===== src/rtl/ulpi_phy_regs_if.sv =====
// ULPI bus between link and PHY, plus the RX CMD injection handshake.
// The link drives data_i/stp; the PHY owns dir/nxt/data_o/data_t.
interface ulpi_phy_regs_if;
    logic [7:0] ULPI_data_i;
    logic [7:0] ULPI_data_o;
    logic [7:0] ULPI_data_t;
    logic       ULPI_dir;
    logic       ULPI_nxt;
    logic       ULPI_stp;
    logic       rxcmd_valid;
    logic       rxcmd_ready;
    logic [7:0] rxcmd_data;

    modport master (
        output ULPI_data_i,
        output ULPI_stp,
        output rxcmd_valid,
        output rxcmd_data,
        input  ULPI_data_o,
        input  ULPI_data_t,
        input  ULPI_dir,
        input  ULPI_nxt,
        input  rxcmd_ready
    );

    modport slave (
        input  ULPI_data_i,
        input  ULPI_stp,
        input  rxcmd_valid,
        input  rxcmd_data,
        output ULPI_data_o,
        output ULPI_data_t,
        output ULPI_dir,
        output ULPI_nxt,
        output rxcmd_ready
    );
endinterface


===== src/rtl/ulpi_phy_regs.sv =====
// PHY-side ULPI register block: TX CMD decode, register read/write/set/clear,
// transmit packet byte counting and RX CMD injection.
//
// state     | meaning
// ----------+---------------------------------------------------------
// IDLE      | bus idle, decoding TX CMDs and offering RX CMD slot
// WR_ADDR   | register write, first nxt cycle
// WR_DATA   | register write, second nxt cycle, data captured here
// WR_STP    | register write, waiting for stp to commit
// RD_ACK    | register read, nxt acknowledge
// RD_TA1    | register read, turnaround to PHY
// RD_DATA   | register read, PHY drives register value
// RD_TA2    | register read, turnaround back to link
// TX_PKT    | transmit packet, counting bytes until stp
// RX_TA1    | RX CMD, turnaround to PHY
// RX_DATA   | RX CMD, PHY drives latched RX CMD byte
// RX_TA2    | RX CMD, turnaround back to link
module ulpi_phy_regs #(
    parameter logic [15:0] VENDOR_ID  = 16'h0424,
    parameter logic [15:0] PRODUCT_ID = 16'h0009
) (
    input  logic           aclk,
    input  logic           areset,
    ulpi_phy_regs_if.slave bus,
    output logic [7:0]     func_ctrl,
    output logic [7:0]     iface_ctrl,
    output logic [7:0]     otg_ctrl,
    output logic [7:0]     scratch,
    output logic           phy_reset_pulse,
    output logic           pkt_done,
    output logic [11:0]    pkt_len
);

    typedef enum logic [3:0] {
        S_IDLE,
        S_WR_ADDR,
        S_WR_DATA,
        S_WR_STP,
        S_RD_ACK,
        S_RD_TA1,
        S_RD_DATA,
        S_RD_TA2,
        S_TX_PKT,
        S_RX_TA1,
        S_RX_DATA,
        S_RX_TA2
    } state_t;

    localparam logic [1:0] OP_WR  = 2'd0;
    localparam logic [1:0] OP_SET = 2'd1;
    localparam logic [1:0] OP_CLR = 2'd2;

    localparam logic [7:0] FUNC_RST  = 8'h41;
    localparam logic [7:0] IFACE_RST = 8'h00;
    localparam logic [7:0] OTG_RST   = 8'h06;
    localparam logic [7:0] SCR_RST   = 8'h00;

    state_t      state;
    state_t      state_nxt;

    logic [5:0]  addr_q;
    logic [7:0]  wdata_q;
    logic [7:0]  rxd_q;
    logic [11:0] len_q;

    logic [7:0]  func_q;
    logic [7:0]  iface_q;
    logic [7:0]  otg_q;
    logic [7:0]  scratch_q;
    logic        pulse_q;

    logic        tx_cmd;
    logic        rx_accept;
    logic        wr_commit;
    logic [3:0]  grp;
    logic [1:0]  op;
    logic [7:0]  rd_val;
    logic [7:0]  func_new;

    function automatic logic [7:0] reg_update(input logic [1:0] opc,
                                              input logic [7:0] cur,
                                              input logic [7:0] d);
        case (opc)
            OP_SET:  return cur | d;
            OP_CLR:  return cur & ~d;
            default: return d;
        endcase
    endfunction

    always_ff @(posedge aclk or posedge areset) begin
        if (areset) begin
            state <= S_IDLE;
        end else begin
            state <= state_nxt;
        end
    end

    always_comb begin
        state_nxt           = state;
        bus.ULPI_dir        = 1'b0;
        bus.ULPI_nxt        = 1'b0;
        bus.ULPI_data_t     = 8'hFF;
        bus.ULPI_data_o     = 8'h00;
        bus.rxcmd_ready     = 1'b0;
        pkt_done            = 1'b0;
        tx_cmd              = 1'b0;
        rx_accept           = 1'b0;
        wr_commit           = 1'b0;

        case (state)
            S_IDLE: begin
                tx_cmd          = !bus.ULPI_dir && (bus.ULPI_data_i[7:6] != 2'b00);
                bus.rxcmd_ready = !areset && !tx_cmd && (bus.ULPI_data_i == 8'h00);
                rx_accept       = bus.rxcmd_ready && bus.rxcmd_valid;
                if (tx_cmd) begin
                    case (bus.ULPI_data_i[7:6])
                        2'b10:   state_nxt = S_WR_ADDR;
                        2'b11:   state_nxt = S_RD_ACK;
                        default: state_nxt = S_TX_PKT;
                    endcase
                end else if (rx_accept) begin
                    state_nxt = S_RX_TA1;
                end
            end
            S_WR_ADDR: begin
                bus.ULPI_nxt = 1'b1;
                state_nxt    = bus.ULPI_stp ? S_IDLE : S_WR_DATA;
            end
            S_WR_DATA: begin
                bus.ULPI_nxt = 1'b1;
                state_nxt    = bus.ULPI_stp ? S_IDLE : S_WR_STP;
            end
            S_WR_STP: begin
                wr_commit = bus.ULPI_stp;
                state_nxt = S_IDLE;
            end
            S_RD_ACK: begin
                bus.ULPI_nxt = 1'b1;
                state_nxt    = S_RD_TA1;
            end
            S_RD_TA1: begin
                bus.ULPI_dir = 1'b1;
                state_nxt    = S_RD_DATA;
            end
            S_RD_DATA: begin
                bus.ULPI_dir    = 1'b1;
                bus.ULPI_data_t = 8'h00;
                bus.ULPI_data_o = rd_val;
                state_nxt       = S_RD_TA2;
            end
            S_RD_TA2: begin
                state_nxt = S_IDLE;
            end
            S_TX_PKT: begin
                bus.ULPI_nxt = 1'b1;
                if (bus.ULPI_stp) begin
                    pkt_done  = 1'b1;
                    state_nxt = S_IDLE;
                end
            end
            S_RX_TA1: begin
                bus.ULPI_dir = 1'b1;
                state_nxt    = S_RX_DATA;
            end
            S_RX_DATA: begin
                bus.ULPI_dir    = 1'b1;
                bus.ULPI_data_t = 8'h00;
                bus.ULPI_data_o = rxd_q;
                state_nxt       = S_RX_TA2;
            end
            S_RX_TA2: begin
                state_nxt = S_IDLE;
            end
            default: begin
                state_nxt = S_IDLE;
            end
        endcase
    end

    // Command address, write data, RX CMD byte and packet length capture.
    always_ff @(posedge aclk or posedge areset) begin
        if (areset) begin
            addr_q  <= 6'd0;
            wdata_q <= 8'h00;
            rxd_q   <= 8'h00;
            len_q   <= 12'd0;
        end else begin
            if (tx_cmd) begin
                addr_q <= bus.ULPI_data_i[5:0];
            end
            if (tx_cmd && (bus.ULPI_data_i[7:6] == 2'b01)) begin
                len_q <= 12'd0;
            end
            if ((state == S_WR_DATA) && !bus.ULPI_stp) begin
                wdata_q <= bus.ULPI_data_i;
            end
            if (rx_accept) begin
                rxd_q <= bus.rxcmd_data;
            end
            if ((state == S_TX_PKT) && !bus.ULPI_stp && (len_q != 12'hFFF)) begin
                len_q <= len_q + 12'd1;
            end
        end
    end

    always_comb begin
        grp = 4'b0000;
        op  = OP_WR;
        case (addr_q)
            6'h04: begin grp = 4'b0001; op = OP_WR;  end
            6'h05: begin grp = 4'b0001; op = OP_SET; end
            6'h06: begin grp = 4'b0001; op = OP_CLR; end
            6'h07: begin grp = 4'b0010; op = OP_WR;  end
            6'h08: begin grp = 4'b0010; op = OP_SET; end
            6'h09: begin grp = 4'b0010; op = OP_CLR; end
            6'h0A: begin grp = 4'b0100; op = OP_WR;  end
            6'h0B: begin grp = 4'b0100; op = OP_SET; end
            6'h0C: begin grp = 4'b0100; op = OP_CLR; end
            6'h16: begin grp = 4'b1000; op = OP_WR;  end
            6'h17: begin grp = 4'b1000; op = OP_SET; end
            6'h18: begin grp = 4'b1000; op = OP_CLR; end
            default: begin
                grp = 4'b0000;
                op  = OP_WR;
            end
        endcase
    end

    always_comb begin
        rd_val = 8'h00;
        case (addr_q)
            6'h00:   rd_val = VENDOR_ID[7:0];
            6'h01:   rd_val = VENDOR_ID[15:8];
            6'h02:   rd_val = PRODUCT_ID[7:0];
            6'h03:   rd_val = PRODUCT_ID[15:8];
            default: rd_val = ({8{grp[0]}} & func_q)
                            | ({8{grp[1]}} & iface_q)
                            | ({8{grp[2]}} & otg_q)
                            | ({8{grp[3]}} & scratch_q);
        endcase
    end

    assign func_new = reg_update(op, func_q, wdata_q);

    // Function Control bit 5 is self-clearing: it never holds, it only fires the pulse.
    always_ff @(posedge aclk or posedge areset) begin
        if (areset) begin
            func_q    <= FUNC_RST;
            iface_q   <= IFACE_RST;
            otg_q     <= OTG_RST;
            scratch_q <= SCR_RST;
            pulse_q   <= 1'b0;
        end else begin
            pulse_q <= 1'b0;
            if (wr_commit) begin
                if (grp[0]) begin
                    func_q  <= func_new & 8'hDF;
                    pulse_q <= func_new[5];
                end
                if (grp[1]) begin
                    iface_q <= reg_update(op, iface_q, wdata_q);
                end
                if (grp[2]) begin
                    otg_q <= reg_update(op, otg_q, wdata_q);
                end
                if (grp[3]) begin
                    scratch_q <= reg_update(op, scratch_q, wdata_q);
                end
            end
        end
    end

    assign func_ctrl       = func_q;
    assign iface_ctrl      = iface_q;
    assign otg_ctrl        = otg_q;
    assign scratch         = scratch_q;
    assign phy_reset_pulse = pulse_q;
    assign pkt_len         = len_q;

endmodule


===== src/flat_wrapper.sv =====
// flat-port wrapper written by rule: the top's interface ports become plain ports
module ulpi_phy_regs_flat 
#(
    parameter logic [15:0] VENDOR_ID  = 16'h0424,
    parameter logic [15:0] PRODUCT_ID = 16'h0009
)
  (aclk, areset, func_ctrl, iface_ctrl, otg_ctrl, scratch, phy_reset_pulse, pkt_done, pkt_len, bus_ULPI_data_i, bus_ULPI_stp, bus_rxcmd_valid, bus_rxcmd_data, bus_ULPI_data_o, bus_ULPI_data_t, bus_ULPI_dir, bus_ULPI_nxt, bus_rxcmd_ready);
  ulpi_phy_regs_if bus_i ();
  input  logic aclk;
  input  logic areset;
  output logic [7:0] func_ctrl;
  output logic [7:0] iface_ctrl;
  output logic [7:0] otg_ctrl;
  output logic [7:0] scratch;
  output logic phy_reset_pulse;
  output logic pkt_done;
  output logic [11:0] pkt_len;
  input wire logic [$bits(bus_i.ULPI_data_i)-1:0] bus_ULPI_data_i;
  input wire logic [$bits(bus_i.ULPI_stp)-1:0] bus_ULPI_stp;
  input wire logic [$bits(bus_i.rxcmd_valid)-1:0] bus_rxcmd_valid;
  input wire logic [$bits(bus_i.rxcmd_data)-1:0] bus_rxcmd_data;
  output wire logic [$bits(bus_i.ULPI_data_o)-1:0] bus_ULPI_data_o;
  output wire logic [$bits(bus_i.ULPI_data_t)-1:0] bus_ULPI_data_t;
  output wire logic [$bits(bus_i.ULPI_dir)-1:0] bus_ULPI_dir;
  output wire logic [$bits(bus_i.ULPI_nxt)-1:0] bus_ULPI_nxt;
  output wire logic [$bits(bus_i.rxcmd_ready)-1:0] bus_rxcmd_ready;
  assign bus_i.ULPI_data_i = bus_ULPI_data_i;
  assign bus_i.ULPI_stp = bus_ULPI_stp;
  assign bus_i.rxcmd_valid = bus_rxcmd_valid;
  assign bus_i.rxcmd_data = bus_rxcmd_data;
  assign bus_ULPI_data_o = bus_i.ULPI_data_o;
  assign bus_ULPI_data_t = bus_i.ULPI_data_t;
  assign bus_ULPI_dir = bus_i.ULPI_dir;
  assign bus_ULPI_nxt = bus_i.ULPI_nxt;
  assign bus_rxcmd_ready = bus_i.rxcmd_ready;
  ulpi_phy_regs #(.VENDOR_ID(VENDOR_ID), .PRODUCT_ID(PRODUCT_ID)) u_core (.aclk(aclk), .areset(areset), .bus(bus_i), .func_ctrl(func_ctrl), .iface_ctrl(iface_ctrl), .otg_ctrl(otg_ctrl), .scratch(scratch), .phy_reset_pulse(phy_reset_pulse), .pkt_done(pkt_done), .pkt_len(pkt_len));
endmodule

===== config.mk =====
export PLATFORM = sky130hd
export DESIGN_NAME = ulpi_phy_regs_flat
export DESIGN_NICKNAME = d
export VERILOG_FILES = /design/src/rtl/ulpi_phy_regs_if.sv /design/src/rtl/ulpi_phy_regs.sv /design/src/flat_wrapper.sv
export SDC_FILE = /design/constraint.sdc
export NUM_CORES = 1
export LEC_CHECK = 0
export CAP_MARGIN = 20
export CORE_MARGIN = 5
export CORE_UTILIZATION = 40
export DETAILED_ROUTE_END_ITERATION = 8
export GPL_ROUTABILITY_DRIVEN = 0
export PLACE_DENSITY = 0.76
export SYNTH_ARGS = -nofsm -noshare
export SYNTH_HDL_FRONTEND = slang
export SYNTH_SLANG_ARGS = --single-unit

===== constraint.sdc =====
create_clock -name aclk -period 2.6 [get_ports aclk]
set_input_delay 0.78 -clock aclk [delete_from_list [all_inputs] [get_ports aclk]]
set_output_delay 0.78 -clock aclk [all_outputs]
set_load 0.01 [all_outputs]

## Yosys cells after proc, flatten, opt, wreduce, memory -nomap -nowiden

Memories as Yosys holds them, arrays and structs flattened.
Index checks and enable logic that the tools add are counted.
Widths: inputs -> output; s select.

- Output and inout bits: 65
- Memories kept: 1
- Bits in registers: 70
- Bits in read-only memories: 192

Memories:

| memory | depth | bits a word | read ports | clocked after memory_dff | wr ports | line | source |
|---|---|---|---|---|---|---|---|
| (no name shown) | 32 | 6 | 1 | 0 | 0 | ulpi_phy_regs.sv:209 | `case (addr_q)` |

- Add/subtract/negate cells: 1
- Mux-type cells: 27
- Eq/ne operators: 20
- Reduce and logical (&&, ||, !) cells: 23
- Bitwise operators: 16

Operators by type and width:

| kind | count |
|---|---|
| $pmux 8 s2 | 5 |
| $and 8x8->8 | 8 |
| $or 8x8->8 | 7 |
| $pmux 4 s9 | 1 |
| $pmux 8 s4 | 1 |
| $mux 12 | 2 |
| $add 12x1->12 const B | 1 |
| $eq 4x3->1 const B | 3 |
| $eq 4x4->1 const B | 3 |
| $eq 6x2->1 const B | 2 |
| $mux 4 | 3 |
| $ne 12x12->1 const B | 1 |
| $mux 1 | 10 |
| $reduce_and 2->1 | 5 |
| $eq 4x2->1 const B | 2 |
| $logic_not 8->1 | 1 |
| $mux 8 | 1 |
| $not 8->8 | 1 |
| $pmux 4 s2 | 1 |
| $reduce_or 4->1 | 2 |
| $logic_and 1x1->1 | 7 |
| $eq 2x2->1 const B | 3 |
| $eq 6x1->1 const B | 1 |
| $logic_not 6->1 | 1 |
| 10 further kinds | 15 |

## Depth between registers and ports, before layout

- Depth in word-level cells: 8
- Mapped depth: 11
- Mapped depth without buffers: 11

## Least setup slack after synthesis

OpenSTA, ideal clock, no wires.

- Kind: reg2out
- From: register u_core.addr_q[4]
- To: output bus_ULPI_data_o[2]
- Slack: -0.079 ns
- Arrival time: 1.899 ns
- Cell stages (with the launch flop): 6
- Path buffers: 1
- Cell sequence: dfrtp_1 buf_2 or4b_2 nor2_1 a222oi_1 a31oi_1

- Longest elaborated chain between the ends: 8
- Elaborated cells between the ends (all ways): 15
- Those cells by class: eq/ne (3); mux (3); bitwise (7); reduce/logical (1); memory (1)

RTL lines:

| item | line | source |
|---|---|---|
| start, declared | ulpi_phy_regs.sv:61 | `logic [5:0] addr_q;` |
| start signal, assigned | ulpi_phy_regs.sv:189 | `addr_q <= bus.ULPI_data_i[5:0];` |
| $mem_v2 32x6 | - |  |
| $mux 6 | ulpi_phy_regs.sv:209 |  |
| $and 8x8->8 (on tied branches) | ulpi_phy_regs.sv:236, ulpi_phy_regs.sv:237 |  |
| $or 8x8->8 | ulpi_phy_regs.sv:237 | `\| ({8{grp[1]}} & iface_q)` |
| $or 8x8->8 | ulpi_phy_regs.sv:238 | `\| ({8{grp[2]}} & otg_q)` |
| $or 8x8->8 | ulpi_phy_regs.sv:239 | `\| ({8{grp[3]}} & scratch_q);` |
| $pmux 8 s4 * | ulpi_phy_regs.sv:231 | `case (addr_q)` |
| $pmux 8 s2 * | ulpi_phy_regs.sv:110 | `case (state)` |
| end, declared | flat_wrapper.sv:22 | `output wire logic [$bits(bus_i.ULPI_data_o)-1:0] bus_ULPI_data_o;` |

Mark *: on every way between the ends. The rest lies on a longest branch, timed or not.

## Worst setup path in the final report

Same ends and word-level chain as after synthesis.

==> flow_summary.json <==
{
  "wirelength_um": 13100,
  "dr_wl_met3_um": 789,
  "hold_class": "flop to flop",
  "core_um2": 9640,
  "critPathArrivalTime_ps": 2190,
  "switching_power_mw": 2.47,
  "violations": "setup timing",
  "fp-row-count": 36,
  "drc": 0,
  "cp_data_required_time_ps": 1820,
  "slew_headroom_pct": 59.5,
  "finalWorstSetupSlack_ps": -366,
  "first_iter_violations": 360,
  "switching_share_pct": 41.5,
  "finalClockSkew_ps": 7.42,
  "tns_ps": -2830,
  "wire_per_inst_um": 19.8,
  "ys_ff_latch": 70,
  "cts_tree": "built",
  "hold_ws_ps": 522,
  "syn_inst": 379,
  "netlist_top_cells_count": "74 x a21oi_1, 66 x dfrtp_1, 22 x mux2_2",
  "drive_gt1_share_pct": 37.4,
  "cp_max_fo": 10,
  "start_kind": "flop",
  "area_growth_pct": 52.2,
  "worst_pin_slew_ps": 603,
  "synth_area_um2": 3880,
  "num_antenna_cells": 0,
  "grt_pass1_wl_um": 20200,
  "grt_usage_pct": 22.2,
  "placed_cells": 634,
  "clk_path_buf_depth": 2,
  "numCtsBuffers": 9,
  "synth_fp_nets": 407,
  "wl_met2_um": 6770,
  "cp_common_cell": "buf_4",
  "crit_type": "flop to output port",
  "finalCritPeriodShare_pct": 114,
  "ir_drop_uv": 401,
  "synth.most_common_cell": "a21oi_1",
  "power.density_nw_per_um2": 1010,
  "timing.fmax_mhz": 337,
  "power_frac_seq_pct": 30.3,
  "min_period_ps": 2970,
  "endpoint_kind": "output port",
  "drv_slew": 0,
  "viasPerCell": 5.93,
  "comb_power_share_pct": 54.7,
  "fp.dieH_um": 109,
  "yosysSeqAreaShare_pct": 45.2,
  "m1WireLength_um": 4990,
  "antenna_found_initial": 0,
  "synth_area_leaders": "dfrtp_1 43%, a21oi_1 9.5%, mux2_2 6.4%, dfstp_2 2.7%, ha_1 2.6%",
  "io_pins": 85,
  "final_cells": 662,
  "fin_nets": 552,
  "grt.overflow.total": 0,
  "outcome": "complete, but fails checks",
  "ys_types": 60,
  "setup_viol": 9,
  "cts_sinks": 70,
  "rsz0062_at_grt": "yes",
  "synth_ff_type": "dfrtp_1",
  "die_w_um": 109,
  "yosys_warnings": 0,
  "synth_enable_flop_cells": 0,
  "grt_max_degree": 57,
  "ctsHtreeMaxLevel": 3,
  "maxCapViolations": 0,
  "postSynthAreaPerCell_um2": 10.3,
  "vias": 3928,
  "pwr-share-clk_pct": 15.0,
  "cp_cell_sequence": "buf_6 > or3b_4 > nor2b_4 > buf_4 > buf_4 > nand2_1 > a31oi_1 > buf_2",
  "clk_latency_ps": 350,
  "hold_buffers": 0,
  "fin_util_pct": 61.3,
  "power.leakage_nw": 2.47,
  "dieArea_um2": 11800,
  "io_buffers": 83,
  "grt_pass1_vias": 3938,
  "hpwl_um": 8480,
  "clk_pin_slew_ps": 80,
  "postSynth.asyncResetShare_pct": 100,
  "dr.pass1.iters": 5,
  "yosysTopAreaCellShare_pct": 42.5,
  "max_stage_delay_ps": 430,
  "highest_layer": "met4",
  "internal_power_mw": 3.48,
  "ant_nets": 0,
  "critPathSlowestCell": "or3b_4",
  "hold_viol": 0,
  "synth_top_area_cell": "dfrtp_1",
  "root_buffer": "clkbuf_8",
  "power_mw": 5.96,
  "start_util_pct": 40.3
}
## cell type report
type                            count  area [um2]
Fill cell                         757        3730
Multi-Input combinational cell    275        2300
Sequential cell                    70        1760
Timing Repair Buffer              159        1460
Tap cell                          133         166
Clock buffer                        9         124
Clock inverter                      7        73.8
Inverter                            9        33.8
## worst paths after layout
check	startpoint	slack [ps]	endpoint	depth (start not counted)
max	u_core.addr_q[4]	-370	bus_ULPI_data_o[2]	8
min	u_core.rxd_q[7]	520	u_core.rxd_q[7]	1
max reg2reg	u_core.addr_q[2]	20	u_core.iface_ctrl[0]	13
min reg2reg	u_core.rxd_q[7]	520	u_core.rxd_q[7]	1
max in group asynchronous	areset	1070	u_core.func_ctrl[0]	4
min in group asynchronous	areset	880	u_core.pkt_len[10]	3
## worst max-delay path: cells and delay by family, from the launching register on
kind                   cells  cell delay [ps]
AND/OR/NAND/NOR            3              660
AO/OA/AOI/OAI              1              200
flip-flops                 1              410
buffers and inverters      4              560
## state kept, by name (all words and copies together), names as in the netlist
name,flops
u_core.rxd_q,8
u_core.scratch,8
u_core.state,4
u_core.iface_ctrl,8
u_core.otg_ctrl,8
u_core.pkt_len,12
u_core.wdata_q,8
u_core.addr_q,6
u_core.func_ctrl,7
u_core.phy_reset_pulse,1
## cells in the final DEF (no fill, tap or decap), drive strengths merged, types with 4 or more instances in the layout
master | synthesis | final
inv | 9 | 10
nand2 | 10 | 10
dlygate4sd2 | 0 | 9
a222oi | 6 | 6
nor4 | 6 | 6
dfstp | 4 | 4
a21oi | 74 | 74
clkbuf | 6 | 11
a32oi | 6 | 6
nand2b | 4 | 4
nor3 | 8 | 8
and2 | 6 | 6
nand3b | 4 | 4
clkdlybuf4s50 | 0 | 58
a221o | 6 | 6
dfrtp | 66 | 66
or2 | 5 | 5
mux2 | 22 | 22
buf | 19 | 88
o21ai | 12 | 12
ha | 8 | 8
nand4 | 5 | 5
nor2b | 6 | 6
a31oi | 5 | 5
a2111oi | 4 | 4
nor2 | 21 | 21
clkinv | 0 | 4
a22o | 4 | 4
nand3 | 4 | 4
## stage by stage
stage               worst slack, ps  cell area [um2]
floorplan                      4.85             3890
global placement               -877             5300
detailed placement             -877             5300
CTS                            -349             5780
global route                   -473             5910
finish                         -366             5910
## timing repair
item,CTS,global route
resized for setup,120,35
buffers inserted,12,2
pin swaps,24,22
endpoints found under the hold margin,0,0
setup endpoints to repair,51,42
## logic make-up (layout without fill, tap and decap cells)
family,after synthesis,count (layout),share of synthesized area [%]
AOI/OAI and AO/OA,137,137,23.0
and+or+nand+nor,101,101,16.8
DFF,70,70,45.2
buffers and inverters,34,184,4.57
muxes,23,23,6.63
adders and majority gates,8,8,2.58
xor gates and xnor gates,5,5,1.13
other,1,1,0.0965
## power groups by stage
stage / sequential [mW] / combinational (mW) / clock, mW
2_1_floorplan: 1.74 / 1.35 / 0
3_3_place_gp: 1.74 / 2.47 / 0
3_5_place_dp: 1.76 / 2.55 / 0
4_1_cts: 1.77 / 2.96 / 0.896
5_1_grt: 1.84 / 3.45 / 0.941
6_report: 1.81 / 3.26 / 0.892
## per-layer routing
metal,up-vias,global-route usage (%)
li1,1729,-
met1,1934,26.6
met2,206,38.3
met3,59,3.46
met4,0,11.4
met5,-,0
(Power assumes the default switching activity.)
